## src/rtl/lane_deserializer_if.sv

```systemverilog
// Bit-stream input and word-output bundle of the lane deserializer.
// master drives the serial side; slave is the deserializer itself.
interface lane_deserializer_if #(
    parameter int unsigned WIDTH = 8,
    parameter int unsigned CNT_W = 16
);
    logic             data_in;
    logic             enable;
    logic             align_rst;
    logic [WIDTH-1:0] parallel_data;
    logic             data_valid;
    logic             busy;
    logic [CNT_W-1:0] word_count;

    modport master (
        output data_in,
        output enable,
        output align_rst,
        input  parallel_data,
        input  data_valid,
        input  busy,
        input  word_count
    );

    modport slave (
        input  data_in,
        input  enable,
        input  align_rst,
        output parallel_data,
        output data_valid,
        output busy,
        output word_count
    );
endinterface

```

## src/rtl/lane_deserializer.sv

```systemverilog
// Packs the descrambled serial stream into WIDTH-bit words with a one-cycle valid strobe,
// tracking word alignment and counting completed words since enable last rose.
module lane_deserializer #(
    parameter int unsigned WIDTH     = 8,
    parameter bit          MSB_FIRST = 1'b0,
    parameter int unsigned CNT_W     = 16
) (
    input logic               clk,
    input logic               rst,
    lane_deserializer_if.slave bus
);
    localparam int unsigned IdxW = $clog2(WIDTH);

    typedef logic [IdxW-1:0]  idx_t;
    typedef logic [WIDTH-1:0] word_t;
    typedef logic [CNT_W-1:0] count_t;

    localparam idx_t LastBit = idx_t'(WIDTH - 1);

    typedef enum logic [0:0] {StIdle, StCollect} state_t;

    state_t state_q, state_d;
    idx_t   bit_cnt_q, bit_cnt_d;
    word_t  shift_q, shift_d;
    word_t  pdata_q, pdata_d;
    logic   valid_q, valid_d;
    count_t count_q, count_d;

    // Received bit k maps to word bit k, or WIDTH-1-k when MSB_FIRST.
    function automatic idx_t place(input idx_t k);
        if (MSB_FIRST) begin
            return LastBit - k;
        end
        return k;
    endfunction

    always_comb begin
        state_d   = state_q;
        bit_cnt_d = bit_cnt_q;
        shift_d   = shift_q;
        pdata_d   = pdata_q;
        valid_d   = 1'b0;
        count_d   = count_q;

        unique case (state_q)
            StIdle: begin
                if (bus.enable) begin
                    shift_d              = '0;
                    shift_d[place('0)]   = bus.data_in;
                    bit_cnt_d            = idx_t'(1);
                    count_d              = '0;
                    state_d              = StCollect;
                end
            end
            StCollect: begin
                if (!bus.enable) begin
                    // Partial word is dropped; output word and count are kept.
                    state_d   = StIdle;
                    bit_cnt_d = '0;
                    shift_d   = '0;
                end else if (bus.align_rst) begin
                    // Realign wins over completion: current bit opens a new word.
                    shift_d            = '0;
                    shift_d[place('0)] = bus.data_in;
                    bit_cnt_d          = idx_t'(1);
                end else if (bit_cnt_q == LastBit) begin
                    pdata_d                   = shift_q;
                    pdata_d[place(bit_cnt_q)] = bus.data_in;
                    valid_d                   = 1'b1;
                    count_d                   = count_q + count_t'(1);
                    bit_cnt_d                 = '0;
                    shift_d                   = '0;
                end else begin
                    shift_d[place(bit_cnt_q)] = bus.data_in;
                    bit_cnt_d                 = bit_cnt_q + idx_t'(1);
                end
            end
            default: begin
                state_d   = StIdle;
                bit_cnt_d = '0;
            end
        endcase
    end

    always_ff @(posedge clk or negedge rst) begin
        if (!rst) begin
            state_q   <= StIdle;
            bit_cnt_q <= '0;
            shift_q   <= '0;
            pdata_q   <= '0;
            valid_q   <= 1'b0;
            count_q   <= '0;
        end else begin
            state_q   <= state_d;
            bit_cnt_q <= bit_cnt_d;
            shift_q   <= shift_d;
            pdata_q   <= pdata_d;
            valid_q   <= valid_d;
            count_q   <= count_d;
        end
    end

    assign bus.parallel_data = pdata_q;
    assign bus.data_valid    = valid_q;
    assign bus.busy          = (state_q == StCollect) && (bit_cnt_q != '0);
    assign bus.word_count    = count_q;
endmodule

```

## src/flat_wrapper.sv

```systemverilog
// flat-port wrapper written by rule: the top's interface ports become plain ports
module lane_deserializer_flat 
#(
    parameter int unsigned WIDTH     = 8,
    parameter bit          MSB_FIRST = 1'b0,
    parameter int unsigned CNT_W     = 16
)
  (clk, rst, bus_data_in, bus_enable, bus_align_rst, bus_parallel_data, bus_data_valid, bus_busy, bus_word_count);
  lane_deserializer_if #(.WIDTH(WIDTH), .CNT_W(CNT_W)) bus_i ();
  input logic clk;
  input logic rst;
  input wire logic [$bits(bus_i.data_in)-1:0] bus_data_in;
  input wire logic [$bits(bus_i.enable)-1:0] bus_enable;
  input wire logic [$bits(bus_i.align_rst)-1:0] bus_align_rst;
  output wire logic [$bits(bus_i.parallel_data)-1:0] bus_parallel_data;
  output wire logic [$bits(bus_i.data_valid)-1:0] bus_data_valid;
  output wire logic [$bits(bus_i.busy)-1:0] bus_busy;
  output wire logic [$bits(bus_i.word_count)-1:0] bus_word_count;
  assign bus_i.data_in = bus_data_in;
  assign bus_i.enable = bus_enable;
  assign bus_i.align_rst = bus_align_rst;
  assign bus_parallel_data = bus_i.parallel_data;
  assign bus_data_valid = bus_i.data_valid;
  assign bus_busy = bus_i.busy;
  assign bus_word_count = bus_i.word_count;
  lane_deserializer #(.WIDTH(WIDTH), .MSB_FIRST(MSB_FIRST), .CNT_W(CNT_W)) u_core (.clk(clk), .rst(rst), .bus(bus_i));
endmodule
```

## config.mk

```make
export PLATFORM = sky130hd
export DESIGN_NAME = lane_deserializer_flat
export DESIGN_NICKNAME = d
export VERILOG_FILES = /design/src/rtl/lane_deserializer_if.sv /design/src/rtl/lane_deserializer.sv /design/src/flat_wrapper.sv
export SDC_FILE = /design/constraint.sdc
export NUM_CORES = 1
export LEC_CHECK = 0
export ABC_AREA = 1
export CAP_MARGIN = 20
export CORE_MARGIN = 2
export CORE_UTILIZATION = 50
export CTS_BUF_LIST = sky130_fd_sc_hd__clkbuf_4
export CTS_CLUSTER_DIAMETER = 40
export CTS_CLUSTER_SIZE = 8
export DETAILED_ROUTE_END_ITERATION = 8
export PLACE_DENSITY = 0.75
export REMOVE_ABC_BUFFERS = 1
export SYNTH_ARGS = -nofsm -noshare
export SYNTH_HDL_FRONTEND = slang
export SYNTH_SLANG_ARGS = --single-unit
```

## constraint.sdc

```tcl
create_clock -name clk -period 1.85 [get_ports clk]
set_input_delay 0.37 -clock clk [delete_from_list [all_inputs] [get_ports clk]]
set_output_delay 0.37 -clock clk [all_outputs]
set_load 0.01 [all_outputs]
```

==> metrics.txt, run 1 <==
# TYPE chip_impl_metric gauge
chip_impl_info{name="outcome",value="completed"} 1
chip_impl_metric{name="critical_path.max_fanout",unit=""} 5
chip_impl_info{name="cpMaxStageDelayCell",value="sky130_fd_sc_hd__clkdlybuf4s50_1"} 1
chip_impl_metric{name="core_area",unit="µm²"} 3720
chip_impl_metric{name="report.power.total",unit="µW"} 1560
chip_impl_metric{name="layout.core_utilization",unit=""} 0.649
chip_impl_metric{name="timing.final.max_slew_violations",unit=""} 0
chip_impl_metric{name="final_net_count",unit=""} 288
chip_impl_info{name="timing.rr.start",value="u_core.bit_cnt_q[1]$_DFFE_PN0P_"} 1
chip_impl_metric{name="cpPeakStageDelay",unit="ns"} 0.56
chip_impl_metric{name="synth_seq_area_share",unit=""} 0.476
chip_impl_metric{name="cts-buffers-inserted",unit=""} 5
chip_impl_metric{name="post-route-drc-count",unit=""} 0
chip_impl_metric{name="fin_worst_skew",unit="ns"} 0.0127
chip_impl_metric{name="antenna-diode-count",unit=""} 0
chip_impl_metric{name="nFillCells",unit=""} 333
chip_impl_metric{name="first_global_vias",unit=""} 1596
chip_impl_info{name="yosys.cell_count.top_type",value="sky130_fd_sc_hd__nand2_1"} 1
chip_impl_info{name="timing.critical_path.cells",value="clkdlybuf4s50_1"} 1
chip_impl_info{name="synth_commonest_cells",value="57 x sky130_fd_sc_hd__nand2_1, 37 x sky130_fd_sc_hd__dfrtp_1, 29 x sky130_fd_sc_hd__inv_1"} 1
chip_impl_info{name="crit_path_end_kind",value="output pin"} 1
chip_impl_metric{name="finalWorstPathRequiredPeriod",unit="ns"} 1.72
chip_impl_metric{name="power_per_cell_area",unit="nW/µm²"} 648
chip_impl_metric{name="synthesis.instances",unit=""} 238
chip_impl_metric{name="die_y",unit="µm"} 66.4
chip_impl_metric{name="worst_slack",unit="ns"} 0.125
chip_impl_metric{name="cp.buffers_inverters",unit=""} 1
chip_impl_metric{name="rows",unit=""} 22
chip_impl_metric{name="drt_wl_total",unit="mm"} 3.94
chip_impl_metric{name="yosys.area.top_type_share",unit=""} 0.476
chip_impl_info{name="yosys_most_used_dff",value="sky130_fd_sc_hd__dfrtp_1"} 1
chip_impl_metric{name="regToRegSetupSlack",unit="ns"} 0.17
chip_impl_info{name="timing.critical_path.max_delay_family",value="buffers and inverters"} 1
chip_impl_metric{name="die_width",unit="µm"} 66.4
chip_impl_metric{name="synth-warning-count",unit=""} 0
chip_impl_metric{name="postSynthAreaPerCell",unit="µm²"} 8.18
chip_impl_metric{name="grt.total_usage",unit=""} 0.211
chip_impl_metric{name="hpwlAfterDp",unit="mm"} 2.86
chip_impl_metric{name="area.growth.synth_to_final",unit="%"} 23.9
chip_impl_metric{name="worst-slew-pin-transition",unit="ns"} 0.460
chip_impl_metric{name="ys_seq_elements",unit=""} 37
chip_impl_info{name="rsz0062_at_grt",value="no"} 1
chip_impl_info{name="synth.area.top_cells",value="sky130_fd_sc_hd__dfrtp_1 48%, sky130_fd_sc_hd__nand2_1 11%, sky130_fd_sc_hd__inv_1 5.6%"} 1
chip_impl_metric{name="syn_area",unit="µm²"} 1950
chip_impl_metric{name="numPortBuffers",unit=""} 30
chip_impl_metric{name="cts_buffer_depth",unit=""} 2
chip_impl_metric{name="post_synth_edffs",unit=""} 0
chip_impl_metric{name="globalRouteOverflowTotal",unit=""} 0
chip_impl_metric{name="worstPathArrival",unit="ns"} 1.35
chip_impl_metric{name="route.detailed.vias_per_inst",unit=""} 5.10
chip_impl_metric{name="area.sequential",unit="µm²"} 926
chip_impl_metric{name="detailedRoute.firstIterationViolations",unit=""} 139
chip_impl_metric{name="timing.slew.headroom",unit=""} 0.693
chip_impl_info{name="worst_hold_class",value="in2async"} 1
chip_impl_info{name="synth.largest_area_cell",value="sky130_fd_sc_hd__dfrtp_1"} 1
chip_impl_metric{name="stdcell_count",unit=""} 327
chip_impl_metric{name="routabilityCongestion",unit=""} 0.863
chip_impl_metric{name="timing.setup.tns",unit="ns"} 0
chip_impl_metric{name="final_hold_viol_count",unit=""} 0
chip_impl_metric{name="cts-htree-levels",unit=""} 2
chip_impl_info{name="cts_root_buffer",value="sky130_fd_sc_hd__clkbuf_4"} 1
chip_impl_metric{name="post-place-ws",unit="ns"} 0.0537
chip_impl_metric{name="remaining_antenna_violation_count_after_routing",unit=""} 0
chip_impl_info{name="tritoncts",value="done"} 1
chip_impl_metric{name="final_layout_size_suffix_gt1_frac",unit=""} 0.133
chip_impl_metric{name="multi_input_area",unit="µm²"} 868
chip_impl_metric{name="io-pin-count",unit=""} 31
chip_impl_metric{name="vdd_ir_drop_max",unit="V"} 0.000496
chip_impl_metric{name="synth_async_sr_flop_share",unit=""} 1.00
chip_impl_info{name="reg2reg_to",value="u_core.bus.word_count[2]$_DFFE_PN0P_"} 1
chip_impl_metric{name="start_util",unit=""} 0.524
chip_impl_metric{name="clk_pin_slew_worst_paths",unit="ns"} 0.13
chip_impl_metric{name="max_cap_viol_count",unit=""} 0
chip_impl_metric{name="netlist-cell-type-count",unit=""} 31
chip_impl_metric{name="grt_max_degree",unit=""} 38
chip_impl_metric{name="grt_antenna_before_repair",unit=""} 0
chip_impl_metric{name="grt_first_pass_wirelength",unit="mm"} 6.95
chip_impl_metric{name="period_share",unit=""} 0.932
chip_impl_info{name="startpoint_type",value="flop"} 1
chip_impl_metric{name="dieArea",unit="µm²"} 4410
chip_impl_info{name="timing.setup.critical_path_class",value="reg2out"} 1
chip_impl_metric{name="post_drt_wl_per_cell",unit="µm"} 12.1
chip_impl_metric{name="reported_leakage_power",unit="µW"} 0.00112
chip_impl_metric{name="tritoncts_num_sinks",unit=""} 37
chip_impl_metric{name="required",unit="ns"} 1.48
chip_impl_metric{name="max_clock_freq",unit="GHz"} 0.580
chip_impl_metric{name="report.final.setup_viol",unit=""} 0
chip_impl_metric{name="place_inst",unit=""} 319
chip_impl_metric{name="worstRegToRegCells",unit=""} 10
chip_impl_metric{name="clkLatencyLatePin",unit="ns"} 0.36
chip_impl_info{name="worst_setup_path_startpoint",value="u_core.bus.word_count[5]$_DFFE_PN0P_"} 1
chip_impl_metric{name="total_via_count_in_the_routed_design",unit=""} 1668
chip_impl_metric{name="drt_pre_antenna_iters",unit=""} 4
[routing by layer]
metal | wire (µm) | global-route usage | vias up
met2 | 1750 | 0.320 | 46
met4 | 85 | 0.0995 | 0
met3 | 177 | 0.0562 | 7
li1 | - | - | 851
met1 | 1930 | 0.280 | 764
met5 | 0 | 0 | -
[kinds of logic after synthesis]
logic type | Yosys count | synth area share
fa+ha+maj | 5 | 0.0321
buf+inv | 38 | 0.0861
simple gates | 113 | 0.276
compound gates | 45 | 0.130
flops | 37 | 0.476
[placed cells by master, fill, tap and decap left out, types with 2 or more instances in the layout]
| cell | count |
|---|---|
| sky130_fd_sc_hd__nand2_1 | 57 |
| sky130_fd_sc_hd__dfrtp_1 | 37 |
| sky130_fd_sc_hd__inv_1 | 29 |
| sky130_fd_sc_hd__clkdlybuf4s50_1 | 29 |
| sky130_fd_sc_hd__nor2_1 | 22 |
| sky130_fd_sc_hd__o21ai_0 | 17 |
| sky130_fd_sc_hd__nand3_1 | 16 |
| sky130_fd_sc_hd__o21ai_1 | 8 |
| sky130_fd_sc_hd__buf_4 | 8 |
| sky130_fd_sc_hd__a21oi_1 | 7 |
| sky130_fd_sc_hd__o22ai_1 | 7 |
| sky130_fd_sc_hd__clkbuf_4 | 5 |
| sky130_fd_sc_hd__inv_2 | 3 |
| sky130_fd_sc_hd__nand2_4 | 3 |
| sky130_fd_sc_hd__nor2_2 | 3 |
| sky130_fd_sc_hd__ha_1 | 3 |
| sky130_fd_sc_hd__nand2_2 | 2 |
| sky130_fd_sc_hd__nor2_4 | 2 |
| sky130_fd_sc_hd__nand4_1 | 2 |
| sky130_fd_sc_hd__clkinv_1 | 2 |
| sky130_fd_sc_hd__nor3_2 | 2 |
[registers in the layout, summed over array words and instances (netlist names)]
name and flops:
u_core.bus.word_count 16, u_core.bus.parallel_data 8, u_core.shift_q 8, u_core.bit_cnt_q 3
u_core.bus.data_valid 1, u_core.state_q 1
[stage by stage]
stage | instance area, µm² | hold slack (ns)
floorplan | 1900 | 0.0744
global placement | 2320 | 0.465
detailed placement | 2320 | 0.466
CTS | 2400 | 0.441
global route | 2410 | 0.463
finish | 2410 | 0.429
[where the power goes]
part / leakage, µW / internal [µW] / switching, µW
Sequential: 0.000509 / 824 / 10.1
Clock: 0.0000389 / 280 / 290
Combinational: 0.000570 / 61.2 / 99.6
Total: 0.00112 / 1160 / 399
[area by class of cell]
class | instances | share of cell area
Sequential cell | 37 | 0.384
Multi-Input combinational cell | 163 | 0.360
Inverter | 33 | 0.0513
Timing Repair Buffer | 38 | 0.147
Tap cell | 48 | 0.0249
Clock inverter | 3 | 0.0171
Clock buffer | 5 | 0.0156
[how the worst max path moves through the flow]
stage                                                 end  slack (ns)  depth (start not counted)
CTS                                              bus_busy        0.05                          4
finish                                  bus_word_count[5]        0.13                          1
global route         u_core.bus.word_count[9]$_DFFE_PN0P_       0.008                         10
floorplan            u_core.bus.word_count[9]$_DFFE_PN0P_        0.30                          9
detailed placement  u_core.bus.word_count[14]$_DFFE_PN0P_        0.05                          8
global placement     u_core.bus.word_count[9]$_DFFE_PN0P_        0.08                          6
[what timing repair did]
action | 4_1_cts | 5_1_grt
endpoints found under the setup margin | 1 | 14
pin swaps | 0 | 1
resized for setup | 1 | 5
hold buffers | 0 | 0
buffers inserted | 0 | 0
No activity file was read; power rests on OpenSTA's default activity.
==> inputs of run 2 (changes only) <==
- SLEW_MARGIN: default -> 20
==> results of run 2 <==
The final DEF is identical to that of run 1; final timing and power are the same.
==> inputs of run 3 (changes only) <==
- CORE_MARGIN: 2 -> default
==> run 3 against run 2 <==
Effect of this change:
- critical path depth unchanged
- combinational power about the same
- clock-buffer cell count unchanged
- sequential share of layout area increased by 0.40 points
- clock skew decreased by 0.0013 ns
- utilization decreased by 0.19 points
- worst setup slack got worse by 0.0035 ns
- worst hold slack improved by 0.046 ns
- non-clock buffer count increased by 1
==> metrics.txt, run 3 (synthesis results as in run 1) <==
# TYPE chip_impl_metric gauge
chip_impl_info{name="reg2reg_to",value="u_core.bus.word_count[9]$_DFFE_PN0P_"} 1
chip_impl_metric{name="layout.core_utilization",unit=""} 0.647
chip_impl_metric{name="reported_leakage_power",unit="µW"} 0.00112
chip_impl_metric{name="final_layout_size_suffix_gt1_frac",unit=""} 0.136
chip_impl_metric{name="drt_wl_total",unit="mm"} 3.85
chip_impl_metric{name="hpwlAfterDp",unit="mm"} 2.90
chip_impl_info{name="timing.setup.critical_path_class",value="reg2out"} 1
chip_impl_info{name="timing.critical_path.cells",value="clkdlybuf4s50_1"} 1
chip_impl_info{name="layout.cells.most_common_list",value="57 x sky130_fd_sc_hd__nand2_1, 37 x sky130_fd_sc_hd__dfrtp_1, 29 x sky130_fd_sc_hd__inv_1, 28 x sky130_fd_sc_hd__clkdlybuf4s50_1, 22 x sky130_fd_sc_hd__nor2_1"} 1
chip_impl_metric{name="finalWorstPathRequiredPeriod",unit="ns"} 1.73
chip_impl_metric{name="io-pin-count",unit=""} 31
chip_impl_metric{name="area.sequential",unit="µm²"} 926
chip_impl_metric{name="grt_max_degree",unit=""} 20
chip_impl_info{name="timing.critical_path.max_delay_family",value="buffers and inverters"} 1
chip_impl_metric{name="cp.buffers_inverters",unit=""} 1
chip_impl_metric{name="grt_util_met1",unit=""} 0.311
chip_impl_metric{name="post_drt_wl_per_cell",unit="µm"} 11.7
chip_impl_metric{name="detailedRoute.firstIterationViolations",unit=""} 129
chip_impl_info{name="crit_path_end_kind",value="output pin"} 1
chip_impl_metric{name="regToRegSetupSlack",unit="ns"} 0.17
chip_impl_metric{name="timing.slew.headroom",unit=""} 0.705
chip_impl_metric{name="cts-htree-levels",unit=""} 2
chip_impl_metric{name="start_util",unit=""} 0.528
chip_impl_metric{name="grt_first_pass_wirelength",unit="mm"} 6.89
chip_impl_metric{name="worstRegToRegCells",unit=""} 9
chip_impl_metric{name="globalRouteOverflowTotal",unit=""} 0
chip_impl_metric{name="first_global_vias",unit=""} 1535
chip_impl_info{name="layout_commonest_cell",value="sky130_fd_sc_hd__nand2_1"} 1
chip_impl_info{name="rsz0062_at_grt",value="no"} 1
chip_impl_metric{name="area.growth.synth_to_final",unit="%"} 22.6
chip_impl_metric{name="required",unit="ns"} 1.48
chip_impl_metric{name="die_y",unit="µm"} 64.4
chip_impl_metric{name="critical_path.max_fanout",unit=""} 6
chip_impl_metric{name="post-cts-setup-buffer-count",unit=""} 0
chip_impl_metric{name="tritoncts_num_sinks",unit=""} 37
chip_impl_metric{name="fin_worst_skew",unit="ns"} 0.0114
chip_impl_info{name="outcome",value="completed"} 1
chip_impl_metric{name="timing.hold.ws",unit="ns"} 0.476
chip_impl_info{name="timing.rr.start",value="u_core.bit_cnt_q[1]$_DFFE_PN0P_"} 1
chip_impl_metric{name="antenna-diode-count",unit=""} 0
chip_impl_info{name="worst_hold_class",value="in2async"} 1
chip_impl_metric{name="drt_pre_antenna_iters",unit=""} 4
chip_impl_metric{name="die_width",unit="µm"} 64.4
chip_impl_metric{name="met3_resource_use_gr",unit=""} 0.0375
chip_impl_metric{name="timing.final.max_slew_violations",unit=""} 0
chip_impl_metric{name="post-place-ws",unit="ns"} 0.0595
chip_impl_metric{name="post-route-drc-count",unit=""} 0
chip_impl_metric{name="nFillCells",unit=""} 333
chip_impl_metric{name="rows",unit=""} 22
chip_impl_info{name="startpoint_type",value="flop"} 1
chip_impl_metric{name="clkLatencyLatePin",unit="ns"} 0.36
chip_impl_info{name="cpMaxStageDelayCell",value="sky130_fd_sc_hd__clkdlybuf4s50_1"} 1
chip_impl_metric{name="cts-buffers-inserted",unit=""} 5
chip_impl_metric{name="power_per_cell_area",unit="nW/µm²"} 601
chip_impl_metric{name="max_cap_viol_count",unit=""} 0
chip_impl_metric{name="largest_register_ffs",unit=""} 16
chip_impl_metric{name="dieArea",unit="µm²"} 4150
chip_impl_metric{name="worst_slack",unit="ns"} 0.122
chip_impl_info{name="tritoncts",value="done"} 1
chip_impl_metric{name="cpPeakStageDelay",unit="ns"} 0.57
chip_impl_info{name="cts_root_buffer",value="sky130_fd_sc_hd__clkbuf_4"} 1
chip_impl_metric{name="timing.setup.tns",unit="ns"} 0
chip_impl_metric{name="grt_antenna_before_repair",unit=""} 0
chip_impl_metric{name="final_hold_viol_count",unit=""} 0
chip_impl_metric{name="final_net_count",unit=""} 289
chip_impl_metric{name="report.final.setup_viol",unit=""} 0
chip_impl_metric{name="remaining_antenna_violation_count_after_routing",unit=""} 0
chip_impl_metric{name="max_clock_freq",unit="GHz"} 0.579
chip_impl_metric{name="total_via_count_in_the_routed_design",unit=""} 1689
chip_impl_metric{name="worstPathArrival",unit="ns"} 1.36
chip_impl_metric{name="cts_buffer_depth",unit=""} 2
chip_impl_info{name="grt.busiest_layer",value="met2"} 1
chip_impl_metric{name="worst-slew-pin-transition",unit="ns"} 0.442
chip_impl_metric{name="core_area",unit="µm²"} 3690
chip_impl_metric{name="multi_input_area",unit="µm²"} 856
chip_impl_metric{name="vdd_ir_drop_max",unit="V"} 0.000415
chip_impl_metric{name="routabilityCongestion",unit=""} 0.848
chip_impl_metric{name="numPortBuffers",unit=""} 30
chip_impl_metric{name="period_share",unit=""} 0.934
chip_impl_metric{name="clk_pin_slew_worst_paths",unit="ns"} 0.12
chip_impl_metric{name="route.detailed.vias_per_inst",unit=""} 5.15
chip_impl_metric{name="grt.total_usage",unit=""} 0.218
chip_impl_metric{name="grt.met2_usage",unit=""} 0.326
run 3: timing repair:
| item | 4_1_cts | 5_1_grt |
|---|---|---|
| resized for setup | 2 | 3 |
| hold buffers | 1 | 0 |
| endpoints found under the setup margin | 1 | 3 |
| endpoints found under the hold margin | 17 | 0 |
| pin swaps | 0 | 0 |
run 3: per-layer routing:
metal  part of all wire  wire length (µm)
met5                  0                 0
met4              0.014                55
met3              0.036               140
met1               0.51              1950
met2               0.44              1700
run 3: final cells by class:
type	count	area share
well taps	48	0.0252
flip-flops and latches	37	0.388
repair buffers	39	0.151
inverters	33	0.0529
clock buffers	5	0.0157
clock inverters	3	0.00891
multi-input cells	163	0.358
run 3: how the worst max path moves through the flow:
stage                                            endpoint  cells after the start                             startpoint
CTS                                              bus_busy                      4        u_core.bit_cnt_q[0]$_DFFE_PN0P_
finish                                 bus_word_count[11]                      1  u_core.bus.word_count[11]$_DFFE_PN0P_
floorplan            u_core.bus.word_count[9]$_DFFE_PN0P_                      9        u_core.bit_cnt_q[0]$_DFFE_PN0P_
global placement    u_core.bus.word_count[14]$_DFFE_PN0P_                      8                             bus_enable
detailed placement  u_core.bus.word_count[14]$_DFFE_PN0P_                      8                             bus_enable
global route                                     bus_busy                      4        u_core.bit_cnt_q[0]$_DFFE_PN0P_
run 3: report_power, final:
group,switching (µW),internal [µW]
sequential,11.0,824
clock,288,150
combinational,101,61.6
total,400,1040
run 3: per-stage QoR:
| step | instance area, µm² | total power [µW] | cells |
|---|---|---|---|
| finish | 2390 | 1440 | 328 |
| global route | 2390 | 1520 | 328 |
| global placement | 2320 | 1010 | 319 |
| floorplan | 1900 | 930 | 233 |
| detailed placement | 2320 | 1010 | 319 |
| CTS | 2390 | 1460 | 328 |
